--- config.mk ---
export PLATFORM = sky130hd
export DESIGN_NAME = fetch_unit
export DESIGN_NICKNAME = d
export VERILOG_FILES = /design/src/rtl/fetch_unit_pkg.sv /design/src/rtl/fetch_skid_buf.sv /design/src/rtl/fetch_unit.sv
export SDC_FILE = /design/constraint.sdc
export NUM_CORES = 1
export LEC_CHECK = 0
export CORE_MARGIN = 3
export CORE_UTILIZATION = 40
export CTS_BUF_LIST = sky130_fd_sc_hd__clkbuf_8
export CTS_CLUSTER_SIZE = 30
export DETAILED_ROUTE_END_ITERATION = 7
export GPL_TIMING_DRIVEN = 0
export PLACE_DENSITY = 0.68
export SLEW_MARGIN = 20
export SYNTH_ARGS = -nofsm -noshare
export SYNTH_HDL_FRONTEND = slang
export SYNTH_SLANG_ARGS = --single-unit
--- constraint.sdc ---
create_clock -name clk -period 3.01 [get_ports clk]
set_clock_uncertainty 0.1 [all_clocks]
set_input_delay 0.301 -clock clk [delete_from_list [all_inputs] [get_ports clk]]
set_output_delay 0.301 -clock clk [all_outputs]
set_load 0.02 [all_outputs]
--- src/rtl/fetch_unit_pkg.sv ---
// Shared fetch-stage definitions: NOP encoding, RV32I major opcodes and fetch FSM states.
package fetch_unit_pkg;

  localparam logic [31:0] NOP = 32'h0000_0013;  // addi x0, x0, 0

  localparam logic [6:0] OPC_LOAD   = 7'b0000011;
  localparam logic [6:0] OPC_OP_IMM = 7'b0010011;
  localparam logic [6:0] OPC_AUIPC  = 7'b0010111;
  localparam logic [6:0] OPC_STORE  = 7'b0100011;
  localparam logic [6:0] OPC_OP     = 7'b0110011;
  localparam logic [6:0] OPC_LUI    = 7'b0110111;
  localparam logic [6:0] OPC_BRANCH = 7'b1100011;
  localparam logic [6:0] OPC_JALR   = 7'b1100111;
  localparam logic [6:0] OPC_JAL    = 7'b1101111;

  typedef enum logic [1:0] {
    StFetch = 2'd0,
    StHold  = 2'd1,
    StDrain = 2'd2
  } fetch_state_e;

  function automatic logic [31:0] align_word(input logic [31:0] addr);
    return {addr[31:2], 2'b00};
  endfunction

endpackage

--- src/rtl/fetch_skid_buf.sv ---
// One-entry skid buffer holding a fetched word and its address while decode is stalled.
module fetch_skid_buf
  import fetch_unit_pkg::*;
(
  input  logic        clk,
  input  logic        rst_n,
  input  logic        load,
  input  logic        unload,
  input  logic        clear,
  input  logic [31:0] load_data,
  input  logic [31:0] load_pc,
  output logic [31:0] data,
  output logic [31:0] pc,
  output logic        valid
);

  always_ff @(posedge clk) begin
    if (!rst_n) begin
      data  <= NOP;
      pc    <= 32'h0;
      valid <= 1'b0;
    end else if (clear) begin
      valid <= 1'b0;
    end else if (load) begin
      data  <= load_data;
      pc    <= load_pc;
      valid <= 1'b1;
    end else if (unload) begin
      valid <= 1'b0;
    end
  end

endmodule

--- src/rtl/fetch_unit.sv ---
// Instruction fetch stage: single-outstanding memory request, skid buffer for decode stalls,
// and a drain state that swallows a stale response after a redirect.
module fetch_unit
  import fetch_unit_pkg::*;
#(
  parameter logic [31:0] RESET_PC = 32'h0000_0000
) (
  input  logic        clk,
  input  logic        rst_n,
  output logic        imem_req,
  output logic [31:0] imem_addr,
  input  logic        imem_ready,
  input  logic [31:0] imem_rdata,
  input  logic        redirect,
  input  logic [31:0] redirect_pc,
  input  logic        stall,
  output logic [31:0] IR,
  output logic [31:0] pc_out,
  output logic        ir_valid
);

  fetch_state_e state_q, state_d;
  logic [31:0]  pc_q, pc_d;
  logic [31:0]  target_q, target_d;
  logic [31:0]  ir_q, ir_d;
  logic [31:0]  pc_out_q, pc_out_d;
  logic         ir_valid_q, ir_valid_d;

  logic         skid_load, skid_unload, skid_clear;
  logic [31:0]  skid_data, skid_pc;
  logic         skid_valid;

  logic         handshake, out_free;
  logic [31:0]  redirect_target;

  // Gating with rst_n withdraws the request for the whole reset window.
  assign imem_req        = rst_n && (state_q != StHold);
  assign imem_addr       = pc_q;
  assign handshake       = imem_req && imem_ready;
  assign out_free        = !stall || !ir_valid_q;
  assign redirect_target = align_word(redirect_pc);

  assign IR       = ir_q;
  assign pc_out   = pc_out_q;
  assign ir_valid = ir_valid_q;

  fetch_skid_buf u_skid (
    .clk       (clk),
    .rst_n     (rst_n),
    .load      (skid_load),
    .unload    (skid_unload),
    .clear     (skid_clear),
    .load_data (imem_rdata),
    .load_pc   (pc_q),
    .data      (skid_data),
    .pc        (skid_pc),
    .valid     (skid_valid)
  );

  always_comb begin
    state_d     = state_q;
    pc_d        = pc_q;
    target_d    = target_q;
    ir_d        = ir_q;
    pc_out_d    = pc_out_q;
    ir_valid_d  = ir_valid_q;
    skid_load   = 1'b0;
    skid_unload = 1'b0;
    skid_clear  = 1'b0;

    if (redirect) begin
      ir_valid_d = 1'b0;
      ir_d       = NOP;
      skid_clear = 1'b1;
    end

    unique case (state_q)
      StFetch: begin
        if (redirect) begin
          if (handshake) begin
            pc_d = redirect_target;
          end else begin
            state_d  = StDrain;
            target_d = redirect_target;
          end
        end else if (handshake) begin
          pc_d = pc_q + 32'd4;
          if (out_free) begin
            ir_d       = imem_rdata;
            pc_out_d   = pc_q;
            ir_valid_d = 1'b1;
          end else begin
            skid_load = 1'b1;
            state_d   = StHold;
          end
        end else if (!stall) begin
          ir_valid_d = 1'b0;
          ir_d       = NOP;
        end
      end
      StHold: begin
        if (redirect) begin
          pc_d    = redirect_target;
          state_d = StFetch;
        end else if (!stall) begin
          ir_d        = skid_data;
          pc_out_d    = skid_pc;
          ir_valid_d  = skid_valid;
          skid_unload = 1'b1;
          state_d     = StFetch;
        end
      end
      StDrain: begin
        if (!stall) begin
          ir_valid_d = 1'b0;
          ir_d       = NOP;
        end
        if (redirect) begin
          target_d = redirect_target;
        end
        // The response in flight belongs to the abandoned path; drop it.
        if (handshake) begin
          pc_d    = redirect ? redirect_target : target_q;
          state_d = StFetch;
        end
      end
      default: state_d = StFetch;
    endcase
  end

  always_ff @(posedge clk) begin
    if (!rst_n) begin
      state_q    <= StFetch;
      pc_q       <= RESET_PC;
      target_q   <= RESET_PC;
      ir_q       <= NOP;
      pc_out_q   <= 32'h0;
      ir_valid_q <= 1'b0;
    end else begin
      state_q    <= state_d;
      pc_q       <= pc_d;
      target_q   <= target_d;
      ir_q       <= ir_d;
      pc_out_q   <= pc_out_d;
      ir_valid_q <= ir_valid_d;
    end
  end

endmodule

* Word-level counts from Yosys, hierarchy flattened
Index checks and enable logic that the tools add are counted. Widths: inputs -> output; s select.
Storage, ports and cells: bits in registers 196, input bits 69, output and inout bits 98, logic and storage cells 94
Operators by class: add/sub/neg operators 1, equal/unequal tests 16, muxes and demuxes 50, bitwise logic cells 2, reduce and logical (&&, ||, !) cells 16
Operators by type and width (count):
- $mux 32 | 20
- $pmux 32 s3 | 2
- $pmux 32 s2 | 2
- $add 32x3->32 const B | 1
- $ne 2x2->1 const B | 9
- $mux 1 | 17
- $mux 2 | 7
- $ne 3x3->1 const B | 4
- $pmux 2 s3 | 1
- $reduce_and 6->1 | 1
- $reduce_bool 2->1 | 3
- $reduce_and 5->1 | 1
- $reduce_and 4->1 | 1
- $pmux 1 s3 | 1
- $reduce_and 3->1 | 1
- $reduce_bool 3->1 | 1
- $eq 2x1->1 const B | 1
- $eq 2x2->1 const B | 1
- $logic_and 1x1->1 | 2
- $logic_not 1->1 | 2
- $logic_not 2->1 | 1
- $ne 2x1->1 const B | 1
- $not 1->1 | 2
- $reduce_and 2->1 | 1
- 2 further kinds | 2

* Depth between registers and ports, before layout
Gate-level depths: netlist of run 1.
word-level depth 7, depth in mapped cells 10

* Cells and area by module
From an unflattened synthesis of run 1, not the netlist that was laid out.
Second synthesis, totals: cell total of the unflattened synthesis 1074, area total of the unflattened synthesis 9242.6 µm²
By module, submodules not included:
- fetch_unit | times used 1, cells an instance 792, area an instance 6575.1 µm²
- fetch_skid_buf | times used 1, cells an instance 282, area an instance 2667.6 µm²

* Worst setup path after synthesis of run 1
Ideal clock, no wire load.
kind register -> register, start point register state_q[0], end point register pc_q[21], in the netlist imem_addr[21], arrival time 2.124 ns, data required time 2.827 ns, path slack 0.704 ns, cell stages (with the launch flop) 9, path buffers 2, clock period less this slack 2.306 ns, cell sequence dfxtp_1 -> inv_1 -> ha_1 -> buf_2 -> or2_1 -> buf_2 -> or4_1 -> o31a_1 -> o221ai_1
On the way: longest elaborated chain between the ends 5, elaborated cells between the ends (all ways) 12
RTL lines:
- from (decl) | RTL line fetch_unit.sv:22 | fetch_state_e state_q, state_d;
- from (signal assigned) | RTL line fetch_unit.sv:133 | state_q <= StFetch;
- from (signal assigned) | RTL line fetch_unit.sv:140 | state_q <= state_d;
- $ne 2x1->1 | RTL line fetch_unit.sv:37 | assign imem_req = rst_n && (state_q != StHold);
- $logic_and 1x1->1 | RTL line fetch_unit.sv:37
- $logic_and 1x1->1 | RTL line fetch_unit.sv:39 | assign handshake = imem_req && imem_ready;
- $ne 2x2->1 (no source line)
- $reduce_and 4->1 (no source line)
- to (signal assigned) | RTL line fetch_unit.sv:141 | pc_q <= pc_d;
- to (decl) | RTL line fetch_unit.sv:23 | logic [31:0] pc_q, pc_d;
Several ways; a longest one is shown, not always the timed one. A chain may end at the register's enable or synchronous reset.

* Worst setup path after layout of run 1
start point register state_q[1], end point output imem_req
On the way: longest elaborated chain between the ends 2
RTL lines:
- $ne 2x1->1 | RTL line fetch_unit.sv:37
- $logic_and 1x1->1 | RTL line fetch_unit.sv:37
- to (decl) | RTL line fetch_unit.sv:10 | output logic imem_req,
No other way between the ends.

==> metrics.txt, run 1 <==
clk_lat worst skew=490 ps; area of the multi-input gates=4550 sq um; die area=24,100 sq um; postcts setup bufs=0; register area share after synthesis=44.0%; final wirelength=29.2 mm; Leakage Power=3.71 nW; CP cell instances=inv_1, ha_1, buf_2, nor2_1, clkdlybuf4s50_1; pins over their slew limit=0; synthesized-area fraction occupied by adder cells=0.701%; synth warn=0; post-synth design cell area=8930 sq um; NumNets Final=1,349; most frequent cells after synthesis=232 x nand2_1, 196 x dfxtp_1, 141 x a21oi_1; #FFs+latches synth=196; share of layout cells above drive strength 1=6.60%; mux share of post-synthesis cell area=4.64%; Synth area leader=dfxtp_1; hold slack=168 ps; synth top area cells=dfxtp_1 44%, nand2_1 9.8%, a21oi_1 7.9%; clk slew on worst S/H paths=120 ps; final antenna-violating net count=0; number of antenna violations at the first check in global routing=0; mean area per synthesized cell=8.16 sq um; Power Total=0.00554 W; root cell of the clock tree=clkbuf_8; main combinational cell family by area after synthesis=compound AO/OA/AOI/OAI gates; min-delay worst type=in -> reg; # clock sinks=196; Clock Path Buffers=2; Post-synth EDFFs=0; Antenna Cells=0; routed len/inst=18.6 microns; Via density=5.65; Initial Utilization=40.8%; setup violators final=0; GRT overflow=0; Ports=167; Gate Count Post-Synth=1,094; die span in y=155 microns; first-pass GRT wire length=46.5 mm; Worst path max stage delay=640 ps; hpwl dp=21.8 mm; Cell Rows=54; PortBufs=163; Area Overhead vs Synth=26.8%; Cell variety after synth=73; RSZ-0062 raised after global routing=false; CTS Buf Count=17; Worst Tran Pin Value=922 ps; vias in the first global route=8,489; largest net degree at the start of global routing=22; Worst EP arrival=2450 ps; Synth Flop Type=dfxtp_1; Vias=8,862; Synth Area in XOR/XNOR=0.0981%; Fin Setup TNS=0 ps; Worst setup SP type=flip-flop; PwrDens=489 nW/um^2; CTS H-Tree Depth=4; FF+latch area=3920 sq um; compound-cell area share of the yosys netlist=25.9%; Max VDD drop=290 uV; WS Path Type=reg -> out; core area=21,900 sq um; final hold violations=0; Rel. slew slack=38.5%; Routability Congestion=0.914; fill cell count=2,211; CTS hold repair buffers=0; CTS tree=built; DR iter-0 viols=1,008; WP data required=2610 ps; simple-gate share of the synthesized area=19.6%; worst-path fanout max=19; Pre-antenna DRT Iters=5; Chip Width=155 microns; Maximum Capacitance Violations=0; Critical Path Sink Type=output pin; CP max stage cell=clkdlybuf4s50_1; Async S/R FF share, synth=0%; Final Cycle Share=94.8%; DRC viols=0; Reg2Reg Setup Slack=180 ps; Final Critical Period=2850 ps; Fmax achieved=351 MHz; Total GRT Usage=24.0%; Syn Nets=1,168; Synth top area share=44.0%; outcome=finished, final reports clean; most common cell in the netlist=nand2_1
power by group:
group	leakage, nW	internal, W	switching (W)
combinational	1.92	0.000403	0.000575
sequential	1.59	0.00269	0.000105
clock	0.203	0.000640	0.00112
per-layer routing:
layer | GRT usage, % | share of wire (%)
met3 | 4.01 | 6.4
met1 | 33.4 | 45
met2 | 37.9 | 46
met4 | 7.71 | 2.7
met5 | 0 | 0
repair_timing:
action,CTS,global route
setup endpoints to repair,1,1
cloned,0,0
gates resized for setup,0,2
critical path, delay by kind of cell, from the launching register on:
| kind | cells | cell delay (ps) |
|---|---|---|
| flops | 1 | 450 |
| buf+inv | 3 | 1050 |
| simple gates | 1 | 150 |
| fa+ha+maj | 1 | 280 |
stage by stage:
| stage | worst slack, ps | std cells | utilization [%] | instance area (sq um) |
|---|---|---|---|---|
| floorplan | 704 | 1094 | - | 8930 |
| global placement | 266 | 1537 | 49.8 | 10900 |
| detailed placement | 244 | 1537 | 49.8 | 10900 |
| CTS | 113 | 1568 | 51.7 | 11300 |
| global route | 25.1 | 1568 | 51.7 | 11300 |
| finish | 158 | 1568 | 51.7 | 11300 |
placed cells by master (no fill, tap or decap), types with 6 or more instances in the layout:
master	synthesis	routed
a211oi_1	35	35
mux2i_1	38	38
o31a_1	7	7
a21oi_1	141	141
and2_1	6	6
o2bb2ai_1	29	29
nand4_1	13	13
nand2_1	232	232
a31oi_1	9	9
inv_1	7	7
nor2_1	71	71
a221oi_1	7	7
a22oi_1	39	39
buf_2	28	28
nor3_1	13	13
clkbuf_8	0	17
dfxtp_1	196	196
o22ai_1	6	6
nand3_1	16	16
a21o_1	7	7
clkdlybuf4s50_1	0	163
o21ai_0	23	23
and3_1	9	9
clkbuf_1	59	58
nand2b_1	6	6
worst paths after layout:
check                                    from            end  cells past startpoint
worst max-delay path               state_q[1]       imem_req                      5
worst min-delay path                    rst_n   u_skid.valid                      3
worst max register to register     state_q[1]  imem_addr[19]                      9
worst min register to register  u_skid.pc[28]  u_skid.pc[28]                      2
area by class of cell:
cell class	instances	share of cell area, %
Buffer	98	3.77
Timing Repair Buffer	163	14.4
Tap cell	280	3.09
Clock inverter	15	1.59
Multi-Input combinational cell	792	40.2
Clock buffer	17	2.07
Inverter	7	0.232
Sequential cell	196	34.7
cells by family (layout without fill, tap and decap cells):
family,after synthesis,in the layout
flops,196,196
xor+xnor,1,1
mux,41,41
fa+ha+maj,5,5
buf+inv,106,300
compound gates,346,346
simple gates,399,399
state kept, by name (all words and copies together) (netlist names):
name / count
u_skid.data: 32
u_skid.valid: 1
ir_valid: 1
state_q: 2
target_q: 32
u_skid.pc: 32
IR: 32
imem_addr: 32
pc_out: 32
No activity file was read; power rests on OpenSTA's default activity.
==> run 2: changes to the inputs <==
--- a/config.mk
+++ b/config.mk
@@ -6,12 +6,12 @@
 export NUM_CORES = 1
 export LEC_CHECK = 0
 export CORE_MARGIN = 3
-export CORE_UTILIZATION = 40
+export CORE_UTILIZATION = 45
 export CTS_BUF_LIST = sky130_fd_sc_hd__clkbuf_8
 export CTS_CLUSTER_SIZE = 30
 export DETAILED_ROUTE_END_ITERATION = 7
 export GPL_TIMING_DRIVEN = 0
-export PLACE_DENSITY = 0.68
+export PLACE_DENSITY = 0.74
 export SLEW_MARGIN = 20
 export SYNTH_ARGS = -nofsm -noshare
 export SYNTH_HDL_FRONTEND = slang
==> run 2 against run 1 <==
  * Design area is 0.19% lower
  * Sequential power barely moved
  * Core utilization is 7.5 points higher
  * Total power increased by 1.2%
  * Hold slack worse by 4.1 ps
  * Sequential share of layout area rose by 0.065 points
  * Global-route usage up 1.8 points
  * Die area decreased by 11%
  * First-iteration DRC count shrank 6.3%
  * Largest power group unchanged
==> metrics.txt, run 2 (synthesis results as in run 1) <==
outcome=finished, final reports clean; postcts setup bufs=0; GRT overflow=0; final wirelength=28.9 mm; root cell of the clock tree=clkbuf_8; min-delay worst type=in -> reg; pins over their slew limit=0; CTS hold repair buffers=0; DR iter-0 viols=945; die area=21,600 sq um; Hold Path Origin=rst_n; Maximum Capacitance Violations=0; Worst setup SP type=flip-flop; core area=19,100 sq um; CTS Buf Count=17; CP cell instances=inv_1, ha_1, buf_2, clkbuf_1, nand3b_1, a21oi_1, a31oi_1, o221a_2; Psw=0.00167 W; most common cell after layout, fill and taps aside=nand2_1; Area Overhead vs Synth=26.6%; DRC viols=0; CTS H-Tree Depth=4; Clock Path Buffers=2; hpwl dp=21.4 mm; Chip Width=147 microns; Clock power frac=32.5%; met1 GRT Util=36.1%; Most Crowded Layer GR=met2; Vias=8,929; clk slew on worst S/H paths=100 ps; Critical Path Sink Type=flip-flop; PortBufs=163; NumNets Final=1,349; final antenna-violating net count=0; WHS Endpoint=ir_valid; placed cell areas=10,900 sq um; number of antenna violations at the first check in global routing=0; Fin Setup TNS=0 ps; reg2reg end=imem_addr[6]; WS Path Type=reg -> reg; switching share of power=29.8%; Final Critical Period=2860 ps; fin area=11,300 sq um; Routability Congestion=0.961; Via density=5.77; met3 Resource Use GR=5.61%; Ports=167; PwrDens=496 nW/um^2; share of layout cells above drive strength 1=6.44%; final hold violations=0; R2R Path Start=state_q[1]; most frequent cells in the layout=232 x nand2_1, 196 x dfxtp_1, 163 x clkdlybuf4s50_1; Worst path max stage delay=480 ps; Pre-antenna DRT Iters=8; Cell Rows=50; Comb power frac=17.5%; grt met2 use=40.9%; hold path depth=3; Antenna Cells=0; WP buf/inv=3; worst setup margin=145 ps; routed len/inst=18.7 microns; CTS tree=built; Reg2Reg Setup Slack=150 ps; RSZ-0062 raised after global routing=false; Final Cycle Share=95.2%; DP Worst Slack=213 ps; Fmax achieved=349 MHz; Initial Utilization=46.8%; Sequential Power Share=50.0%; die span in y=147 microns; WP data required=3280 ps; R2R depth=8; first-pass GRT wire length=45.2 mm; # clock sinks=196; CP max stage cell=a21oi_1; Leakage Power=3.72 nW; Int Pwr=0.00393 W; Max VDD drop=304 uV; worst-path fanout max=10; Rel. slew slack=46.7%; clk_lat worst skew=480 ps; Total GRT Usage=25.8%; cell family with most CP delay=compound AO/OA/AOI/OAI gates; Worst Tran Pin Value=793 ps; setup violators final=0; vias in the first global route=8,240; largest net degree at the start of global routing=20; Worst EP arrival=3140 ps
run 2: power by group through the flow:
stage	logic (W)	clock network (W)	registers, W
floorplan	0.000459	0	0.00291
global placement	0.000957	0	0.00285
detailed placement	0.000964	0	0.00286
CTS	0.000968	0.00184	0.00280
global route	0.00105	0.00194	0.00281
finish	0.000982	0.00182	0.00280
run 2: tightest hold or removal path: cells and delay by family:
family | cells | cell delay [ps]
AND/OR/NAND/NOR | 2 | 250
buffers and inverters | 1 | 150
run 2: final cells by class:
class / instances / area, sq um
clock inverter: 15 / 181
clock buffer: 17 / 234
inverter: 7 / 26.3
fill: 1779 / 7780
sequential: 196 / 3920
tap: 260 / 325
multi-input combinational: 792 / 4550
buffer: 98 / 425
timing repair buffer: 163 / 1630
run 2: what timing repair did:
| item | 4_1_cts | 5_1_grt |
|---|---|---|
| endpoints found under the hold margin | 0 | 0 |
| endpoints found under the setup margin | 1 | 1 |
| pin swaps | 0 | 0 |
| resized for setup | 0 | 1 |
run 2: how the worst max path moves through the flow:
stage	startpoint	end	slack (ps)	cells after the start
6_report	state_q[1]	imem_addr[6]	150	8
3_5_place_dp	redirect	imem_addr[7]	210	8
3_3_place_gp	redirect	imem_addr[7]	180	8
5_1_grt	state_q[1]	imem_addr[13]	20	8
2_1_floorplan	state_q[0]	imem_addr[21]	700	8
4_1_cts	state_q[1]	imem_req	180	5
run 2: per-layer routing:
layer	share of wire (%)	up-vias
met5	0	-
met4	1.3	0
met3	9.1	33
met2	46	408
met1	43	4208
li1	-	4280
run 2: through the flow:
step / hold WS, ps / util (%) / power [W] / cells
5_1_grt: 187 / 59.2 / 0.00580 / 1548
3_5_place_dp: 346 / 57.0 / 0.00382 / 1517
6_report: 164 / 59.2 / 0.00560 / 1548
2_1_floorplan: 325 / - / 0.00337 / 1094
4_1_cts: 136 / 59.2 / 0.00560 / 1548
3_3_place_gp: 341 / 57.0 / 0.00381 / 1517
